### config.mk
export PLATFORM = sky130hd
export DESIGN_NAME = load_store_unit_flat
export DESIGN_NICKNAME = d
export VERILOG_FILES = /design/src/rtl/load_store_unit_if.sv /design/src/rtl/load_store_unit.sv /design/src/flat_wrapper.sv
export SDC_FILE = /design/constraint.sdc
export NUM_CORES = 1
export LEC_CHECK = 0
export CORE_UTILIZATION = 44
export CTS_CLUSTER_SIZE = 14
export DETAILED_ROUTE_END_ITERATION = 12
export GPL_ROUTABILITY_DRIVEN = 0
export GPL_TIMING_DRIVEN = 0
export PLACE_DENSITY = 0.85
export RECOVER_POWER = 100
export SYNTH_ARGS = -nofsm -noshare
export SYNTH_HDL_FRONTEND = slang
export SYNTH_SLANG_ARGS = --single-unit
### constraint.sdc
create_clock -name clk -period 3.9 [get_ports clk]
set_input_delay 0.78 -clock clk [delete_from_list [all_inputs] [get_ports clk]]
set_output_delay 0.78 -clock clk [all_outputs]
set_load 0.01 [all_outputs]
### src/rtl/load_store_unit_if.sv
// load_store_unit_if
//   Handshaked data-memory bus between the load/store unit (master) and the
//   data memory (slave).
//   Request channel : bus_valid/bus_ready handshake carrying bus_we, bus_addr,
//                     bus_wstrb, bus_wdata.
//   Response channel: bus_rvalid qualifies bus_rdata (also acks stores).
interface load_store_unit_if;
  logic        bus_valid;
  logic        bus_ready;
  logic        bus_we;
  logic [31:0] bus_addr;
  logic [3:0]  bus_wstrb;
  logic [31:0] bus_wdata;
  logic        bus_rvalid;
  logic [31:0] bus_rdata;

  modport master (
    output bus_valid, bus_we, bus_addr, bus_wstrb, bus_wdata,
    input  bus_ready, bus_rvalid, bus_rdata
  );

  modport slave (
    input  bus_valid, bus_we, bus_addr, bus_wstrb, bus_wdata,
    output bus_ready, bus_rvalid, bus_rdata
  );
endinterface

### src/rtl/load_store_unit.sv
// load_store_unit
//   Turns the RV32I datapath's memory request into one bus transaction with
//   byte strobes, stalls the core until the bus responds and returns the
//   size/sign-extended load value.
//   clk, reset (async, active-high)
//   MemReq_i, MemWrite_i, funct3_i, Addr_i, WriteData_i : core request
//   ReadData_o : extended load result (valid in DONE)
//   stall_o    : hold PC / suppress register write
//   fault_o    : illegal or misaligned access, dropped
//   bus        : master side of the data-memory bus
//
//   state | meaning
//   IDLE  | waiting for MemReq; legality check, request fields captured
//   REQ   | bus_valid high, fields held until bus_ready
//   WAIT  | request accepted, waiting for bus_rvalid
//   DONE  | result valid, core retires the instruction this edge
module load_store_unit (
  input  logic        clk,
  input  logic        reset,
  input  logic        MemReq_i,
  input  logic        MemWrite_i,
  input  logic [2:0]  funct3_i,
  input  logic [31:0] Addr_i,
  input  logic [31:0] WriteData_i,
  output logic [31:0] ReadData_o,
  output logic        stall_o,
  output logic        fault_o,
  load_store_unit_if.master bus
);

  typedef enum logic [1:0] {IDLE, REQ, WAIT, DONE} state_e;

  state_e      state_q, state_d;
  logic        we_q, we_d;
  logic [31:0] addr_q, addr_d;
  logic [3:0]  strb_q, strb_d;
  logic [31:0] wdata_q, wdata_d;
  logic [1:0]  off_q, off_d;
  logic [2:0]  f3_q, f3_d;
  logic [31:0] rdata_q, rdata_d;

  logic        legal;
  logic [3:0]  strb_new;
  logic [31:0] wdata_new;
  logic [7:0]  rd_byte;
  logic [15:0] rd_half;
  logic [31:0] rd_ext;

  always_comb begin
    legal = 1'b1;
    if (funct3_i == 3'b011 || funct3_i == 3'b110 || funct3_i == 3'b111) legal = 1'b0;
    if (funct3_i[1:0] == 2'b01 && Addr_i[0])                          legal = 1'b0;
    if (funct3_i == 3'b010 && Addr_i[1:0] != 2'b00)                    legal = 1'b0;
    // unsigned variants only exist for loads
    if (funct3_i[2] && MemWrite_i)                                     legal = 1'b0;
  end

  always_comb begin
    strb_new  = 4'b1111;
    wdata_new = WriteData_i;
    if (MemWrite_i) begin
      case (funct3_i[1:0])
        2'b00: begin
          strb_new  = 4'b0001 << Addr_i[1:0];
          wdata_new = {4{WriteData_i[7:0]}};
        end
        2'b01: begin
          strb_new  = Addr_i[1] ? 4'b1100 : 4'b0011;
          wdata_new = {2{WriteData_i[15:0]}};
        end
        default: begin
          strb_new  = 4'b1111;
          wdata_new = WriteData_i;
        end
      endcase
    end
  end

  // lane selection uses the offset captured with the request
  always_comb begin
    case (off_q)
      2'd0:    rd_byte = bus.bus_rdata[7:0];
      2'd1:    rd_byte = bus.bus_rdata[15:8];
      2'd2:    rd_byte = bus.bus_rdata[23:16];
      default: rd_byte = bus.bus_rdata[31:24];
    endcase
    rd_half = off_q[1] ? bus.bus_rdata[31:16] : bus.bus_rdata[15:0];
    case (f3_q)
      3'b000:  rd_ext = {{24{rd_byte[7]}}, rd_byte};
      3'b001:  rd_ext = {{16{rd_half[15]}}, rd_half};
      3'b100:  rd_ext = {24'd0, rd_byte};
      3'b101:  rd_ext = {16'd0, rd_half};
      default: rd_ext = bus.bus_rdata;
    endcase
  end

  always_comb begin
    state_d = state_q;
    we_d    = we_q;
    addr_d  = addr_q;
    strb_d  = strb_q;
    wdata_d = wdata_q;
    off_d   = off_q;
    f3_d    = f3_q;
    rdata_d = rdata_q;
    stall_o = 1'b0;
    fault_o = 1'b0;
    unique case (state_q)
      IDLE: begin
        if (MemReq_i) begin
          if (legal) begin
            stall_o = 1'b1;
            we_d    = MemWrite_i;
            addr_d  = {Addr_i[31:2], 2'b00};
            strb_d  = strb_new;
            wdata_d = wdata_new;
            off_d   = Addr_i[1:0];
            f3_d    = funct3_i;
            state_d = REQ;
          end else begin
            fault_o = 1'b1;
            rdata_d = 32'd0;
          end
        end
      end
      REQ: begin
        stall_o = 1'b1;
        if (bus.bus_ready) state_d = WAIT;
      end
      WAIT: begin
        stall_o = 1'b1;
        if (bus.bus_rvalid) begin
          if (!we_q) rdata_d = rd_ext;
          state_d = DONE;
        end
      end
      DONE: begin
        // a MemReq still high here belongs to the retiring instruction
        state_d = IDLE;
      end
      default: state_d = IDLE;
    endcase
  end

  always_ff @(posedge clk or posedge reset) begin
    if (reset) begin
      state_q <= IDLE;
      we_q    <= 1'b0;
      addr_q  <= 32'd0;
      strb_q  <= 4'd0;
      wdata_q <= 32'd0;
      off_q   <= 2'd0;
      f3_q    <= 3'd0;
      rdata_q <= 32'd0;
    end else begin
      state_q <= state_d;
      we_q    <= we_d;
      addr_q  <= addr_d;
      strb_q  <= strb_d;
      wdata_q <= wdata_d;
      off_q   <= off_d;
      f3_q    <= f3_d;
      rdata_q <= rdata_d;
    end
  end

  // bus_valid decodes the state register so reset drops it immediately
  assign bus.bus_valid = (state_q == REQ);
  assign bus.bus_we    = we_q;
  assign bus.bus_addr  = addr_q;
  assign bus.bus_wstrb = strb_q;
  assign bus.bus_wdata = wdata_q;
  assign ReadData_o    = rdata_q;

endmodule

### src/flat_wrapper.sv
// flat-port wrapper written by rule: the top's interface ports become plain ports
module load_store_unit_flat 
  (clk, reset, MemReq_i, MemWrite_i, funct3_i, Addr_i, WriteData_i, ReadData_o, stall_o, fault_o, bus_bus_valid, bus_bus_we, bus_bus_addr, bus_bus_wstrb, bus_bus_wdata, bus_bus_ready, bus_bus_rvalid, bus_bus_rdata);
  load_store_unit_if bus_i ();
  input  logic clk;
  input  logic reset;
  input  logic MemReq_i;
  input  logic MemWrite_i;
  input  logic [2:0] funct3_i;
  input  logic [31:0] Addr_i;
  input  logic [31:0] WriteData_i;
  output logic [31:0] ReadData_o;
  output logic stall_o;
  output logic fault_o;
  output wire logic [$bits(bus_i.bus_valid)-1:0] bus_bus_valid;
  output wire logic [$bits(bus_i.bus_we)-1:0] bus_bus_we;
  output wire logic [$bits(bus_i.bus_addr)-1:0] bus_bus_addr;
  output wire logic [$bits(bus_i.bus_wstrb)-1:0] bus_bus_wstrb;
  output wire logic [$bits(bus_i.bus_wdata)-1:0] bus_bus_wdata;
  input wire logic [$bits(bus_i.bus_ready)-1:0] bus_bus_ready;
  input wire logic [$bits(bus_i.bus_rvalid)-1:0] bus_bus_rvalid;
  input wire logic [$bits(bus_i.bus_rdata)-1:0] bus_bus_rdata;
  assign bus_bus_valid = bus_i.bus_valid;
  assign bus_bus_we = bus_i.bus_we;
  assign bus_bus_addr = bus_i.bus_addr;
  assign bus_bus_wstrb = bus_i.bus_wstrb;
  assign bus_bus_wdata = bus_i.bus_wdata;
  assign bus_i.bus_ready = bus_bus_ready;
  assign bus_i.bus_rvalid = bus_bus_rvalid;
  assign bus_i.bus_rdata = bus_bus_rdata;
  load_store_unit u_core (.clk(clk), .reset(reset), .MemReq_i(MemReq_i), .MemWrite_i(MemWrite_i), .funct3_i(funct3_i), .Addr_i(Addr_i), .WriteData_i(WriteData_i), .ReadData_o(ReadData_o), .stall_o(stall_o), .fault_o(fault_o), .bus(bus_i));
endmodule
Word level (Yosys, flattened, before mapping). Cells that the tools add are included.

$add $sub $neg: 0. Multipliers: 0. Divide/modulo/power cells: 0. $lt $le $gt $ge: 0. Equality and inequality tests: 19. Shift-type cells: 1. Multiplexer cells: 28. Bitwise operators: 0. Reduce and logical (&&, ||, !) cells: 15.

Operators with widths (count): 2-to-1 mux 32 bit (5); case mux 32 bit (2 select lines) (2); case mux 32 bit (4 select lines) (1); case mux 8 bit (3 select lines) (1); 2-to-1 mux 16 bit (1); equality test 3 bit (second input constant) (4); 2-to-1 mux 1 bit (9); 2-to-1 mux 2 bit (4); 2-to-1 mux 4 bit (2); != test 2 bit (second input constant) (4); case mux 2 bit (4 select lines) (1); case mux 4 bit (2 select lines) (1); equality test 2 x 1 -> 1 bit (second input constant) (3); equality test 2 bit (second input constant) (3); equality test 3 x 2 -> 1 bit (second input constant) (2); zero test 2 bit (3); AND reduction 5 bit (1); != test 2 x 1 -> 1 bit (second input constant) (2); AND reduction 4 bit (1); nonzero test 2 bit (2); left shift 1 x 2 -> 4 bit (first input constant) (1); equality test 3 x 1 -> 1 bit (second input constant) (1); logical AND 1 bit (3); zero test 3 bit (1); other kinds (4) (5).

Bits in registers: 106. Bits in latches: 0. RAM bits: 0. Bits in read-only memories: 0. Bits of input ports: 105. Output and inout port bits: 104. Logic and storage cells: 71. Memories kept: 0.

Longest topological paths before layout. Gate-level depths: netlist of run 1.

Depth after elaboration: 10. Mapped depth: 8. Mapped depth without buffers: 6.

Least setup slack after synthesis of run 1. Ideal clock, no wire load.

Path type: input-to-output. Start point: input Addr_i[0]. End point: output stall_o. Data arrival time: 2.146 ns. Required time: 3.120 ns. Setup slack: 0.974 ns. Stages: 6. Path buffers: 2. Cells stage by stage: buf_2 -> or4_4 -> a21oi_2 -> buf_2 -> nor2_1 -> nor2_1.

Cells in the longest elaborated chain, start to end: 7. Elaborated cells on any way between the ends: 9. Those cells by class: mux (6); reduce/logical (3).

Ends and longest elaborated chain: start: declaration (line flat_wrapper.sv:10) `input logic [31:0] Addr_i;`; logical AND 1 bit or nonzero test 2 bit (tied branches) (line load_store_unit.sv:52, load_store_unit.sv:53); 2-to-1 mux 1 bit or logical AND 1 bit (tied branches) (line load_store_unit.sv:52, load_store_unit.sv:53); 2-to-1 mux 1 bit * (line load_store_unit.sv:53) `if (funct3_i == 3'b010 && Addr_i[1:0] != 2'b00) legal = 1'b0;`; 2-to-1 mux 1 bit * (line load_store_unit.sv:55) `if (funct3_i[2] && MemWrite_i) legal = 1'b0;`; 2-to-1 mux 1 bit * (line load_store_unit.sv:111) `if (legal) begin`; 2-to-1 mux 1 bit * (line load_store_unit.sv:110) `if (MemReq_i) begin`; case mux 1 bit (2 select lines) * (line load_store_unit.sv:108) `unique case (state_q)`; end: declaration (line flat_wrapper.sv:13) `output logic stall_o;`.

Every way passes the cells marked *; elsewhere a longest branch is shown, timed or not.

Worst setup path after layout of run 1.
Start point: input funct3_i[2]. End point: output stall_o.

Cells in the longest elaborated chain, start to end: 10. Elaborated cells on any way between the ends: 15. Those cells by class: eq/ne (4); mux (7); reduce/logical (4).

Ends and longest elaborated chain: start: declaration (line flat_wrapper.sv:9) `input logic [2:0] funct3_i;`; equality test 3 x 2 -> 1 bit or equality test 3 bit (tied branches) (line load_store_unit.sv:51) `if (funct3_i == 3'b011 || funct3_i == 3'b110 || funct3_i == 3'b111) legal = 1'b0;`; logical OR 1 bit (2 in series) (line load_store_unit.sv:51); 2-to-1 mux 1 bit (line load_store_unit.sv:51); 2-to-1 mux 1 bit (line load_store_unit.sv:52) `if (funct3_i[1:0] == 2'b01 && Addr_i[0]) legal = 1'b0;`; 2-to-1 mux 1 bit (line load_store_unit.sv:53); 2-to-1 mux 1 bit * (line load_store_unit.sv:55); 2-to-1 mux 1 bit * (line load_store_unit.sv:111); 2-to-1 mux 1 bit * (line load_store_unit.sv:110); case mux 1 bit (2 select lines) * (line load_store_unit.sv:108).

Marked as above.

==> impl_metrics.json, run 1 <==
{
  "final_cell_area_um2": 7710,
  "critPathBufInv": 3,
  "num-nets-final": 891,
  "clock_latency_ps": 340,
  "status": "complete, but fails checks",
  "ant_nets": 0,
  "ys.flop_type": "dfrtp_1",
  "antenna_found_initial": 0,
  "area_delta_synth_final_pct": 48.7,
  "synth_top_family_by_area": "simple AND/OR/NAND/NOR gates",
  "leakage_nw": 3.50,
  "yosysTopAreaCellShare_pct": 51.2,
  "synth_seq_cells": 106,
  "synthXorXnorAreaFrac_pct": 0,
  "finalCritPeriodShare_pct": 95.1,
  "io_buffers": 205,
  "die_h_um": 111,
  "initial_utilization_pct": 45.2,
  "syn_area_um2": 5180,
  "crit_slowest_cell": "or4_4",
  "cts_tree": "built",
  "placed_cell_area_um2": 7450,
  "stdcell_count": 930,
  "synthTopCellsByCount": "nand2_1 (167), dfrtp_1 (106), nor2_1 (33), o21ai_0 (28), nand2b_1 (26)",
  "wire_per_inst_um": 18.0,
  "h-tree-depth": 3,
  "synth-edff-count": 0,
  "synth_most_common_cell": "nand2_1",
  "first_iter_violations": 355,
  "root_buffer": "clkbuf_16",
  "drive_above_1_share_pct": 5.59,
  "syn_avg_cell_area_um2": 9.21,
  "cts_buffers": 9,
  "synthTopCellsByArea": "dfrtp_1 (51%), nand2_1 (12%), a32o_1 (4.6%), o31ai_1 (3.3%), nand2b_1 (3.1%)",
  "row_count": 39,
  "cts.clk_slew.worst_paths_ps": 70,
  "fin_setup_tns_ps": 0,
  "place_hpwl_um": 12800,
  "relSlewSlack_pct": -44.1,
  "synth_compound_area_share_pct": 18.7,
  "drtPass1Iterations": 5,
  "grt_pass1_wl_um": 26900,
  "violations": "capacitance limit, slew limit",
  "path_class": "input port to primary output",
  "grt_pass1_vias": 5370,
  "endpoint_kind": "primary output",
  "post-place-ws_ps": -213,
  "start_kind": "input port",
  "regArea_um2": 2650,
  "vias": 5159,
  "die_area_um2": 12200,
  "io_pins": 209,
  "fill_cells": 896,
  "worst_slew_pin_slew_ps": 2160,
  "slew_viol_final": 56,
  "max_cap_violations": 1,
  "synth_cell_types": 46,
  "cp.required_ps": 3120,
  "max_freq_mhz": 270,
  "crit_path_max_incr_delay_ps": 600,
  "ys_seq_area_share_pct": 51.2,
  "power_mw": 5.51,
  "hold_class": "flip-flop to flip-flop",
  "yosys_warnings": 0,
  "finalSetupViolations": 0,
  "setup_ws_ps": 192,
  "die_w_um": 111,
  "yosys.area_share.adder_pct": 0.966,
  "crit_chain": "clkdlybuf4s50_1, or4_4, a21oi_4, buf_2, nor2_1, nor2_1, clkdlybuf4s50_1",
  "drc": 0,
  "yosysTopAreaCell": "dfrtp_1",
  "ctsHoldBuffers": 0,
  "hold_viol_final": 0,
  "grtUsageTotal_pct": 27.7,
  "synth.mux.area_fraction_pct": 3.21,
  "cts_buffer_depth": 2,
  "power.density_nw_per_um2": 714,
  "fin_util_pct": 67.2,
  "via_per_inst": 5.55,
  "worst-path-max-fanout": 10,
  "cts.sinks": 106,
  "dpl.cell_count": 913,
  "path_delay_family": "buffers and inverters",
  "antenna_cells": 0,
  "multi_input_area_um2": 2260,
  "synthCells": 563,
  "fin_crit_ps": 3710,
  "async_reset_ff_share_pct": 100,
  "grt_setup_unrepaired": "false",
  "hold_ws_ps": 472,
  "vdd_drop_max_mv": 0.384,
  "arrival_ps": 2930,
  "grt_start_max_net_pins": 57,
  "coreArea_um2": 11500,
  "clock_skew_ps": 6.47,
  "synthSimpleGateAreaFrac_pct": 20.6,
  "grt_overflow": 0,
  "routed_wl_um": 16700
}
[cell type report]
type | count | share of cell area [%]
Sequential cell | 106 | 34.4
Buffer | 42 | 2.26
Timing Repair Buffer | 207 | 27.0
Tap cell | 143 | 2.32
Clock buffer | 10 | 3.10
Multi-Input combinational cell | 400 | 29.3
Clock inverter | 6 | 0.844
Inverter | 16 | 0.779
[cells in the final DEF, fill, tap and decap left out, drive strengths merged, types with 2 or more instances in the layout]
| cell | netlist | layout |
|---|---|---|
| mux2i | 2 | 2 |
| o221ai | 5 | 5 |
| conb | 1 | 2 |
| buf | 22 | 11 |
| a21oi | 15 | 15 |
| mux2 | 13 | 13 |
| a32o | 24 | 24 |
| clkdlybuf4s50 | 0 | 103 |
| and2 | 4 | 4 |
| dlygate4sd3 | 0 | 102 |
| ha | 4 | 4 |
| a211oi | 8 | 8 |
| a21o | 2 | 2 |
| o31ai | 23 | 23 |
| a221oi | 2 | 2 |
| nand2 | 167 | 167 |
| o21a | 3 | 3 |
| o21ai | 29 | 29 |
| inv | 16 | 17 |
| nor2 | 33 | 33 |
| nor4 | 2 | 2 |
| clkinv | 0 | 3 |
| nor3 | 4 | 4 |
| clkbuf | 20 | 43 |
| a31oi | 13 | 13 |
| dfrtp | 106 | 106 |
| nor2b | 8 | 8 |
| nand2b | 26 | 26 |
[final timing paths]
| path | startpoint | to | slack, ps | cells past startpoint |
|---|---|---|---|---|
| worst max-delay path | funct3_i[2] | stall_o | 190 | 7 |
| worst min-delay path | u_core.bus.bus_addr[15] | u_core.bus.bus_addr[15] | 470 | 2 |
| worst max register to register | u_core.state_q[0] | u_core.ReadData_o[3] | 1190 | 8 |
| worst min register to register | u_core.bus.bus_addr[15] | u_core.bus.bus_addr[15] | 470 | 2 |
| max in group asynchronous | reset | u_core.ReadData_o[29] | 1040 | 2 |
| min in group asynchronous | reset | u_core.bus.bus_addr[14] | 1620 | 2 |
[registers in the layout, summed over array words and instances, names as in the netlist]
register / cells
u_core.f3_q: 3
u_core.bus.bus_addr: 30
u_core.bus.bus_wdata: 32
u_core.bus.bus_wstrb: 4
u_core.state_q: 2
u_core.off_q: 2
u_core.bus.bus_we: 1
u_core.ReadData_o: 32
[timing repair]
action                                  CTS  global route
endpoints found under the setup margin    1             0
resized for setup                         1             0
setup buffers                             1             0
[routing by layer]
layer | vias up | global-route usage (%) | part of all wire, %
met5 | - | 0 | 0
met2 | 254 | 47.2 | 48
met4 | 0 | 10.8 | 3.2
li1 | 2373 | - | -
met1 | 2497 | 32.3 | 40
met3 | 35 | 9.00 | 9.0
[report_power, final]
part | switching [mW] | total (mW) | internal (mW)
combinational | 1.43 | 2.69 | 1.26
clock | 0.413 | 0.929 | 0.517
sequential | 0.298 | 1.89 | 1.59
total | 2.14 | 5.51 | 3.36
[tightest hold or removal path: stages (launching register included)]
cell	delay [ps]
dfrtp_1	340
nand2_1	50
nand2_1	50
[cells by family (layout without fill, tap and decap cells)]
group | Yosys count | after routing
and+or+nand+nor | 249 | 249
muxes | 15 | 15
AOI/OAI and AO/OA | 130 | 130
DFF | 106 | 106
other | 1 | 2
buffers and inverters | 58 | 281
adders and majority gates | 4 | 4
No activity file was read; power rests on OpenSTA's default activity.
==> run 2: changes to the inputs <==
- HOLD_SLACK_MARGIN: not set -> 0.05
==> results of run 2 <==
No change in the layout: final DEF, timing and power equal those of run 1.
==> run 3: changes to the inputs <==
- TNS_END_PERCENT: not set -> 1
==> results of run 3 <==
No change in the layout: final DEF, timing and power equal those of run 1.
